**src/rtl/vga_rect_stage.sv**
```systemverilog
// Double-buffered rectangle register for a VGA overlay. Writes are held in a shadow copy and
// only take effect during vertical blanking. Optional border output: define RECT_BORDER_EN.
module vga_rect_stage (
  input  logic        clock,
  input  logic        reset,
  input  logic [63:0] poswh_in,
  input  logic        wr_en,
  input  logic        blank,
  input  logic        pix_valid,
  input  logic [9:0]  pix_x,
  input  logic [9:0]  pix_y,
  output logic        busy,
  output logic        wr_ack,
  output logic        in_rect,
  output logic [63:0] rect_active,
  output logic [7:0]  frame_count,
`ifdef RECT_BORDER_EN
  output logic        border_hit,
`endif
  output logic [1:0]  state_dbg
);

  // Write handshake: wr_en is accepted in IDLE and PENDING. busy stays high from the cycle after
  // the accepted write until the held rectangle is committed. wr_ack pulses in the COMMIT cycle.
  // rect_active takes the new value in the cycle after that. wr_en is ignored during COMMIT.
  typedef enum logic [1:0] {
    IDLE    = 2'd0,
    PENDING = 2'd1,
    COMMIT  = 2'd2
  } state_t;

  state_t      state_q, state_d;
  logic [63:0] shadow_q, shadow_d;
  logic [63:0] rect_q, rect_d;
  logic        wr_ack_q, wr_ack_d;
  logic        blank_q;
  logic [7:0]  frame_q, frame_d;
  logic        in_rect_q, in_rect_d;

  always_comb begin
    state_d  = state_q;
    shadow_d = shadow_q;
    rect_d   = rect_q;
    case (state_q)
      IDLE: begin
        if (wr_en) begin
          shadow_d = poswh_in;
          state_d  = PENDING;
        end
      end
      PENDING: begin
        if (wr_en) shadow_d = poswh_in;
        if (blank) state_d = COMMIT;
      end
      COMMIT: begin
        rect_d  = shadow_q;
        state_d = IDLE;
      end
      default: state_d = IDLE;
    endcase
    wr_ack_d = (state_d == COMMIT);
  end

  always_comb begin
    frame_d = frame_q;
    if (blank && !blank_q) frame_d = frame_q + 8'd1;
  end

  // Window compare against the active rectangle; the end sums carry a 17th bit so a rectangle
  // near 0xFFFF never wraps around to cover low coordinates.
  logic [15:0] rx, ry, rw, rh;
  logic [16:0] px17, py17, x_end, y_end;
  logic        hit_x, hit_y;

  always_comb begin
    rx    = rect_q[63:48];
    ry    = rect_q[47:32];
    rw    = rect_q[31:16];
    rh    = rect_q[15:0];
    px17  = {7'd0, pix_x};
    py17  = {7'd0, pix_y};
    x_end = {1'b0, rx} + {1'b0, rw};
    y_end = {1'b0, ry} + {1'b0, rh};
    hit_x = (px17 >= {1'b0, rx}) && (px17 < x_end);
    hit_y = (py17 >= {1'b0, ry}) && (py17 < y_end);
    in_rect_d = pix_valid && hit_x && hit_y;
  end

`ifdef RECT_BORDER_EN
  logic border_q, border_d;

  always_comb begin
    border_d = in_rect_d &&
               ((px17 == {1'b0, rx}) || (px17 == x_end - 17'd1) ||
                (py17 == {1'b0, ry}) || (py17 == y_end - 17'd1));
  end

  always_ff @(posedge clock) begin
    if (reset) border_q <= 1'b0;
    else       border_q <= border_d;
  end

  assign border_hit = border_q;
`endif

  always_ff @(posedge clock) begin
    if (reset) begin
      state_q   <= IDLE;
      shadow_q  <= 64'd0;
      rect_q    <= 64'd0;
      wr_ack_q  <= 1'b0;
      blank_q   <= 1'b0;
      frame_q   <= 8'd0;
      in_rect_q <= 1'b0;
    end else begin
      state_q   <= state_d;
      shadow_q  <= shadow_d;
      rect_q    <= rect_d;
      wr_ack_q  <= wr_ack_d;
      blank_q   <= blank;
      frame_q   <= frame_d;
      in_rect_q <= in_rect_d;
    end
  end

  assign busy        = (state_q != IDLE);
  assign wr_ack      = wr_ack_q;
  assign in_rect     = in_rect_q;
  assign rect_active = rect_q;
  assign frame_count = frame_q;
  assign state_dbg   = state_q;

endmodule
```
**config.mk**
```make
export PLATFORM = sky130hd
export DESIGN_NAME = vga_rect_stage
export DESIGN_NICKNAME = d
export VERILOG_FILES = /design/src/rtl/vga_rect_stage.sv
export SDC_FILE = /design/constraint.sdc
export NUM_CORES = 1
export LEC_CHECK = 0
export BUFFER_PORTS_ARGS = -buffer_cell sky130_fd_sc_hd__buf_2
export CORE_MARGIN = 1.5
export CORE_UTILIZATION = 35
export DETAILED_ROUTE_END_ITERATION = 10
export SLEW_MARGIN = 10
export SYNTH_ARGS = -nofsm -noshare
export SYNTH_HDL_FRONTEND = slang
export SYNTH_SLANG_ARGS = --single-unit
```
**constraint.sdc**
```tcl
create_clock -name clock -period 2.9 [get_ports clock]
set_clock_uncertainty 0.2 [all_clocks]
set_input_delay 0.29 -clock clock [delete_from_list [all_inputs] [get_ports clock]]
set_output_delay 0.29 -clock clock [all_outputs]
set_load 0.05 [all_outputs]
```
# [Word-level counts from Yosys, hierarchy flattened]
# Cells that the tools add are included.
[word_totals] register_bits=141 elab_cells=30 inputBits=89
[classes] add_sub_neg=3 n_reduce_logical=10 eq_ne=3 n_lt_le_gt_ge=4 mux=3
[op_table] op="$add 16x16->17" n=2
[op_table] op="$lt 10x17->1" n=2
[op_table] op="$ge 10x16->1" n=2
[op_table] op="$add 8x1->8 const B" n=1
[op_table] op="$logic_and 1x1->1" n=5
[op_table] op="$eq 2x2->1 const B" n=2
[op_table] op="$mux 2" n=2
[op_table] op="$pmux 2 s2" n=1
[op_table] op="$eq 2x1->1 const B" n=1
[op_table] op="$logic_not 2->1" n=1
[op_table] op="$reduce_and 2->1" n=1
[op_table] op="$reduce_bool 2->1" n=1
[op_table] op="$reduce_or 2->1" n=1
[op_table] op="$logic_not 1->1" n=1

# [Depth between registers and ports, before layout]
# Gate-level depths: netlist of the first run.
[logic_depth] ltp_word=5 mapped_depth=17 depth_no_buf=17

# [Worst setup path after synthesis of the first run]
# Ideal clock, no wire load.
[synth_path] kind="register to register" start="register rect_q[32] (netlist: rect_active[32])" end="register in_rect_q (netlist: in_rect)" period_less_slack_ns=3.636 arrival_time_ns=3.345 required_ns=2.609 path_slack_ns=-0.736 setup_ns=0.091 stages_incl_launch_ff=17 cell_sequence="dfxtp_1 > ha_1 > inv_1 > fa_1 > nand2b_1 > a21oi_1 > nor2_1 > xor2_1 > ha_1 > a21o_1 > a21o_1 > a2111oi_0 > o31a_1 > nor4b_1 > nand4_1 > nor4_1 > a311oi_1"
[synth_via] elab_chain_len=4 word_cells_on_any_way=5 classes_between="add/sub (1); order compare (2); reduce/logical (2)"
[synth_lines] item="start: declaration" line_no="34" source="logic [63:0] rect_q, rect_d;"
[synth_lines] item="start signal: assignment" line_no="118" source="rect_q <= rect_d;"
[synth_lines] item="$add 16x16->17" line_no="83" source="y_end = {1'b0, ry} + {1'b0, rh};"
[synth_lines] item="$lt 10x17->1" line_no="85" source="hit_y = (py17 >= {1'b0, ry}) && (py17 < y_end);"
[synth_lines] item="$logic_and 1x1->1 (*)" line_no="85"
[synth_lines] item="$logic_and 1x1->1 (*)" line_no="86" source="in_rect_d = pix_valid && hit_x && hit_y;"
[synth_lines] item="end signal: assignment" line_no="122" source="in_rect_q <= in_rect_d;"
[synth_lines] item="end: declaration" line_no="38" source="logic in_rect_q, in_rect_d;"
# Mark *: on every way between the ends. The rest lies on a longest branch, timed or not.
# A chain may end at the register's enable or synchronous reset.

# [Worst setup path after layout of the first run]
[layout_path] start="register rect_q[48] (netlist: rect_active[48])" end="register in_rect_q (netlist: in_rect)"
[layout_via] elab_chain_len=5 word_cells_on_any_way=6 classes_between="add/sub (1); order compare (2); reduce/logical (3)"
[layout_lines] item="$add 16x16->17" line_no="82" source="x_end = {1'b0, rx} + {1'b0, rw};"
[layout_lines] item="$lt 10x17->1" line_no="84" source="hit_x = (px17 >= {1'b0, rx}) && (px17 < x_end);"
[layout_lines] item="$logic_and 1x1->1 (*)" line_no="84"
[layout_lines] item="$logic_and 1x1->1 (*) (2 in series)" line_no="86"
# Marks and branches as above.

==> results.md, run 1 <==
* Layout Nets at 1348
* Critical-path cell list: ha_4 -> fa_2 -> a21o_1 -> a2111oi_4 -> xnor2_1 -> ha_1 -> a21o_1 -> a221o_1 -> a211oi_2 -> a311oi_1 -> o2111a_1 -> a311oi_1
* Max Cap Violations at 0
* Global-route wire length before repair at 33500 um
* Max FO, Critical Path at 2
* Clock latency on the worst-skew pair at between 0.4 and 0.5 ns
* Synthesized instance count at slightly above 900
* Buffers on Ports at 165
* Signal arrival time at the worst endpoint at 3.42 ns
* CTS tree: done
* DRC errors left at 0
* Startpoint of the tightest hold check path: wr_en
* Highest clock rate at approximately 300 MHz
* Clk sink count at 141
* Max rail drop VDD at 0.335 mV
* Die width at ~150 um
* Post-CTS clock slew at the launch and capture registers of the worst setup and hold paths at 0.06 ns
* Critical path depth at 12
* Average routed wire per standard cell at ~14 um
* Total congestion overflow at 0
* Count of H-tree levels built during CTS at 4
* Number of design-rule violations left by the first detailed-router iteration at 321
* Mean number of vias per cell at 4.77
* Slew Limit Headroom at 56.4%
* Net Count, Synth at 1075
* Via count of the routed design at about 7000
* Number of cells on the worst reg-to-reg path at 12
* Non-Filler Cell Area, Final at 0.0102 mm^2
* Die area at between 0.02 and 0.025 mm^2
* P_int at 3.83 mW
* Overall track demand over capacity in global routing at 19.5%
* Leakage power at 4.53 nW
* Cell with the most instances after synthesis: nand2_1
* Chip Height at 146 um
* Critical-path top delay cell: dfxtp_4
* Shortest clock period the worst path allows after layout at around 3.3 ns
* Placed inst area at 0.00883 mm^2
* Final Slew Violations at 0
* Maximum number of pins on one net before global-route repair at 141
* Post-synthesis async set-or-reset flop share at 0%
* Synthesis Warnings at 0
* Outcome: finished, violations left
* Number of antenna-violating nets in the routed design at 0
* Transition time at the pin with the least slew margin at roughly 0.65 ns
* TNS Setup at -0.389 ns
* Crit start category: flop
* Antenna diode count at 0
* Net switching power figure at 1.17 mW
* CTS Buffer Depth at 2
* Area share of the largest cell type after synthesis at around two fifths
* Hold Crit Class: input pin to flop
* Total wirelength of the detailed-routed design at 20400 um
* Antenna violations before repair at 0
* Critical path capture point type: flop
* Most area-hungry cell type in the Yosys netlist: dfxtp_1
* Share of total power in the clock network at 49.4%
* Site row count at 52
* Critical path launch point: rect_active[48]$_SDFFE_PP0N_
* Average footprint of a synthesized cell at 7.84 um^2
* Ratio of total power to cell area at 490 mW/mm^2
* Final cycle utilization of the critical path at 113%
* Most instantiated flip-flop cell in the synthesis netlist: dfxtp_1
* Yosys reg bits at about 140
* Final weighted congestion in routability-driven placement at a little under 0.9
* Fraction of final layout cells sized beyond drive strength 1 at 26.5%
* Unrepaired setup endpoints after global routing: true
* Number of distinct standard cells referenced by the synthesized netlist at 51
* Worst reg2reg startpoint: rect_active[48]$_SDFFE_PP0N_
* Final hold violation count at 0
* Master cell of the clock root buffer: clkbuf_16
* Cell types occupying the most area after synthesis: dfxtp_1 (39%), nand2_1 (14%), ha_1 (12%)
* Initial core utilization at 35.5%
* Worst setup margin at -0.389 ns
* Netlist Area Pre-Place at 0.00716 mm^2
* Required time at the endpoint of the critical path at around 3.0 ns
* Largest delay contributor family on the critical path: compound AO/OA/AOI/OAI gates
* Buffers and inverters on the worst path at 0
* Growth of design area from synthesis to finish at 42.6%
* I/O pin total at roughly 170
* Switching power as a share of total power at 23.4%
* DRT Pass-1 Iters at 5
* CTS buffer count at 17
* Number of enable flip-flop cells after synthesis at 0
* Logic gate share of total power at approximately a tenth
* Setup Viol. Count Final at 1
* Sequential share of power at 40.6%
* Share of the yosys chip area belonging to registers at 39.4%
* Cell depth of the worst min-delay path at 3
* Half-perimeter wire length after placement at 14800 um
* Commonest cells post-synth: nand2_1 (274), a21oi_1 (162), dfxtp_1 (141), ha_1 (71), clkbuf_1 (35)
* Worst Setup Path Type: flop to flop
* Core box area at 0.0202 mm^2
* Critical Path Max Stage Delay at 0.35 ns
* Violations in the final reports: setup timing
* Vias in the first global route at ~6700
* Setup Slack @ Placement at -0.536 ns
## cell usage in the layout (no fill, tap or decap), types with 7 or more instances in the layout
| master | netlist | final |
|---|---|---|
| nand2_1 | 274 | 274 |
| buf_2 | 0 | 164 |
| a21oi_1 | 162 | 160 |
| dfxtp_1 | 141 | 117 |
| ha_1 | 71 | 69 |
| dlygate4sd3_1 | 0 | 65 |
| buf_4 | 0 | 65 |
| inv_1 | 33 | 32 |
| nor2_1 | 32 | 30 |
| o21ai_0 | 18 | 18 |
| clkbuf_16 | 0 | 17 |
| dfxtp_2 | 0 | 16 |
| xor2_1 | 15 | 15 |
| a21o_1 | 14 | 14 |
| xnor2_1 | 12 | 12 |
| dfxtp_4 | 0 | 8 |
| nand2b_1 | 10 | 7 |
| nand4_1 | 7 | 7 |
## path summary, 6_finish.rpt
path | to | slack, ns
min | state_dbg[0]$_SDFF_PP0_ | 0.03
min reg2reg | rect_active[32]$_SDFFE_PP0N_ | 0.24
max | in_rect$_SDFF_PP0_ | -0.39
max reg2reg | in_rect$_SDFF_PP0_ | -0.39
## per-layer routing
layer,vias to the layer above,GRT usage (%),wire (um)
met1,3197,25.4,9750
met3,22,4.09,975
met2,158,32.8,9380
met4,0,5.35,289
met5,-,0,0
li1,3632,-,-
## sequential cells by signal, summed over array words and instances, names as in the netlist
name / count
rect_active: 64
shadow_q: 64
frame_count: 8
state_dbg: 2
blank_q: 1
in_rect: 1
wr_ack: 1
## cell families after synthesis
| kind of cell | after synthesis | synth area share [%] |
|---|---|---|
| AND/OR/NAND/NOR | 357 | 20.4 |
| buffers and inverters | 77 | 4.04 |
| XOR/XNOR | 27 | 3.30 |
| adder cells (fa/ha/maj) | 73 | 13.0 |
| flip-flops | 141 | 39.4 |
| AO/OA/AOI/OAI | 234 | 19.3 |
| multiplexers | 4 | 0.559 |
## layout make-up
type	count	area, um^2
inverters	33	124
well taps	270	338
flip-flops and latches	141	2870
repair buffers	298	2040
fillers	1977	9960
clock buffers	17	425
multi-input cells	695	4170
clock inverters	15	243
## tightest hold or removal path, delay by kind of cell
family / cells / cell delay [ns]
buf+inv: 1 / 0.12
simple gates: 1 / 0.11
mux: 1 / 0.07
## power groups by stage
stage	sequential, mW	combinational, mW	clock, mW
floorplan	2.11	0.227	0
global placement	2.07	0.432	0
detailed placement	2.08	0.437	0
CTS	2.03	0.504	2.52
global route	2.04	0.559	2.61
finish	2.03	0.499	2.47
## repair_timing
item,CTS,global route
endpoints found under the setup margin,1,1
hold buffers,65,0
pin swaps,17,1
buffers inserted,3,0
gates resized for setup,9,1
hold endpoints to repair,67,0
## stage by stage
stage               util [%]  instances  total power, mW  hold slack [ns]
global placement        43.8       1370             2.51            0.231
finish                  50.6       1469             5.00           0.0281
detailed placement      43.8       1370             2.51            0.234
floorplan                  -        913             2.33            0.222
CTS                     50.6       1469             5.06           0.0144
global route            50.6       1469             5.21           0.0259
No activity file was read; power rests on OpenSTA's default activity.
==> run 2: changes to the inputs <==
--- a/config.mk
+++ b/config.mk
@@ -9,6 +9,7 @@
 export CORE_MARGIN = 1.5
 export CORE_UTILIZATION = 35
 export DETAILED_ROUTE_END_ITERATION = 10
+export RECOVER_POWER = 25
 export SLEW_MARGIN = 10
 export SYNTH_ARGS = -nofsm -noshare
 export SYNTH_HDL_FRONTEND = slang
==> results.md, run 2 (synthesis gave the netlist of run 1 again) <==
* Buffers and inverters on the worst path at 0 (unchanged)
* Antenna diode count at 0 (unchanged)
* Core box area at 0.0202 mm^2 (unchanged)
* Clock latency on the worst-skew pair at 0.42 ns (about the same)
* CTS Buffer Depth at 2 (unchanged)
* Via count of the routed design at 7020 (+0.16%)
* CTS tree: done
* Post-route non-filler standard cell count at 1469 (unchanged)
* TNS Setup at -0.389 ns (-0.0000370 ns)
* Hold Crit Class: input pin to flop
* Final hold violation count at 0 (unchanged)
* Worst setup margin at -0.389 ns (-0.0000370 ns)
* Half-perimeter wire length after placement at 14800 um (unchanged)
* CTS buffer count at 17 (unchanged)
* Critical Path Max Stage Delay at 0.35 ns (about the same)
* Total wirelength of the detailed-routed design at 20500 um (+0.27%)
* Commonest non-fill, non-tap cell in the layout: nand2_1
* Max rail drop VDD at 0.333 mV (-0.58%)
* Chip Height at 146 um (unchanged)
* Count of H-tree levels built during CTS at 4 (unchanged)
* Die width at 146 um (unchanged)
* Utilization after layout at 50.4% (-0.24 points)
* Fraction of final layout cells sized beyond drive strength 1 at 23.4% (-3.1 points)
* Post-CTS clock slew at the launch and capture registers of the worst setup and hold paths at 0.06 ns (about the same)
* Outcome: finished, violations left
* Leakage power at 4.37 nW (-3.4%)
* Antenna violations before repair at 0 (unchanged)
* Required time at the endpoint of the critical path at 3.03 ns (about the same)
* Master cell of the clock root buffer: clkbuf_16
* Unrepaired setup endpoints after global routing: true
* Number of design-rule violations left by the first detailed-router iteration at 330 (+2.8%)
* Max Cap Violations at 0 (unchanged)
* Mean number of vias per cell at 4.78 (+0.16%)
* Final weighted congestion in routability-driven placement at 0.865 (unchanged)
* Vias in the first global route at 6670 (unchanged)
* Maximum number of pins on one net before global-route repair at 141 (unchanged)
* Commonest cells after routing, fill and taps aside: nand2_1 (274), a21oi_1 (160), buf_2 (128)
* Largest delay contributor family on the critical path: compound AO/OA/AOI/OAI gates
* Violations in the final reports: setup timing
* I/O pin total at 166 (unchanged)
* Overall track demand over capacity in global routing at 19.5% (unchanged)
* Die area at 0.0213 mm^2 (unchanged)
* Buffers on Ports at 165 (unchanged)
* Clk sink count at 141 (unchanged)
* DRC errors left at 0 (unchanged)
* Worst Setup Path Type: flop to flop
* Average routed wire per standard cell at 13.9 um (+0.27%)
* Crit start category: flop
* Setup Viol. Count Final at 1 (unchanged)
* DP Cell Count at 1370 (unchanged)
* Transition time at the pin with the least slew margin at 0.832 ns (+0.177 ns)
* Shortest clock period the worst path allows after layout at 3.29 ns (+0.0000370 ns)
* Critical-path top delay cell: dfxtp_4
* Initial core utilization at 35.5% (unchanged)
* Total congestion overflow at 0 (unchanged)
* Ratio of total power to cell area at 492 mW/mm^2 (+0.46%)
* Final cycle utilization of the critical path at 113% (about the same)
* Critical path capture point type: flop
* Layout Nets at 1348 (unchanged)
* Site row count at 52 (unchanged)
* DRT Pass-1 Iters at 4 (-1)
* Final Slew Violations at 0 (unchanged)
* Critical-path cell list: ha_4 -> fa_2 -> a21o_1 -> a2111oi_4 -> xnor2_1 -> ha_1 -> a21o_1 -> a221o_1 -> a211oi_2 -> a311oi_1 -> o2111a_1 -> a311oi_1
* Number of antenna-violating nets in the routed design at 0 (unchanged)
* Max FO, Critical Path at 2 (unchanged)
* Signal arrival time at the worst endpoint at 3.42 ns (about the same)
* Global-route wire length before repair at 33500 um (unchanged)
* Growth of design area from synthesis to finish at 42.0%
* Slew Limit Headroom at 44.5% (-12 points)
* Highest clock rate at 304 MHz (about the same)
==> run 2: changes by cell type in the layout (fill, tap and decap cells not counted), sizes merged <==
cell,delta
clkbuf,+36
buf,-36
==> run 2: repair_timing <==
action,in CTS,in global routing
hold endpoints to repair,67,0
endpoints found under the setup margin,1,1
setup buffers,3,0
cloned,0,0
resized for setup,9,1
pin swaps,17,1
hold buffers,65,0
==> run 2: final timing paths <==
path,startpoint,to,slack (ns),cells past startpoint
hold / removal,wr_en,state_dbg[0]$_SDFF_PP0_,0.02,3
setup / recovery,rect_active[48]$_SDFFE_PP0N_,in_rect$_SDFF_PP0_,-0.39,12
setup reg to reg,rect_active[48]$_SDFFE_PP0N_,in_rect$_SDFF_PP0_,-0.39,12
hold reg to reg,shadow_q[32]$_SDFFE_PP0P_,rect_active[32]$_SDFFE_PP0N_,0.24,2
==> run 2: report_power, final <==
group	total [mW]	switching [mW]	internal (mW)	leakage (nW)
registers	2.03	0.0381	2.00	1.16
logic	0.497	0.275	0.222	2.89
clock network	2.47	0.858	1.61	0.321
==> run 2: final cells by class <==
cell class,instances,area (um^2)
Clock buffer,17,425
Clock inverter,15,243
Fill cell,1985,10000
Inverter,33,124
Multi-Input combinational cell,695,4170
Sequential cell,141,2870
Tap cell,270,338
Timing Repair Buffer,298,1990
==> run 2: layer usage <==
metal | track usage, % | wire, um
met1 | 25.4 | 9710
met2 | 32.8 | 9530
met3 | 4.09 | 943
met4 | 5.35 | 268
met5 | 0 | 0
==> run 2: metrics by stage <==
stage / instance area [um^2] / hold slack (ns) / setup slack, ns / total power, mW
5_1_grt: 10200 / 0.0134 / -0.565 / 5.21
4_1_cts: 10200 / 0.0144 / -0.406 / 5.06
3_3_place_gp: 8830 / 0.231 / -0.447 / 2.51
3_5_place_dp: 8830 / 0.234 / -0.536 / 2.51
2_1_floorplan: 7260 / 0.222 / -0.363 / 2.33
6_report: 10200 / 0.0159 / -0.389 / 5.00
==> run 2: worst reg2reg max path, cell delays in order, from the launching register on <==
cell and delay [ns]:
dfxtp_4 0.35, ha_4 0.17, fa_2 0.35, a21o_1 0.21, a2111oi_4 0.35, xnor2_1 0.16, ha_1 0.26, a21o_1 0.18
a221o_1 0.35, a211oi_2 0.20, a311oi_1 0.07, o2111a_1 0.15, a311oi_1 0.19
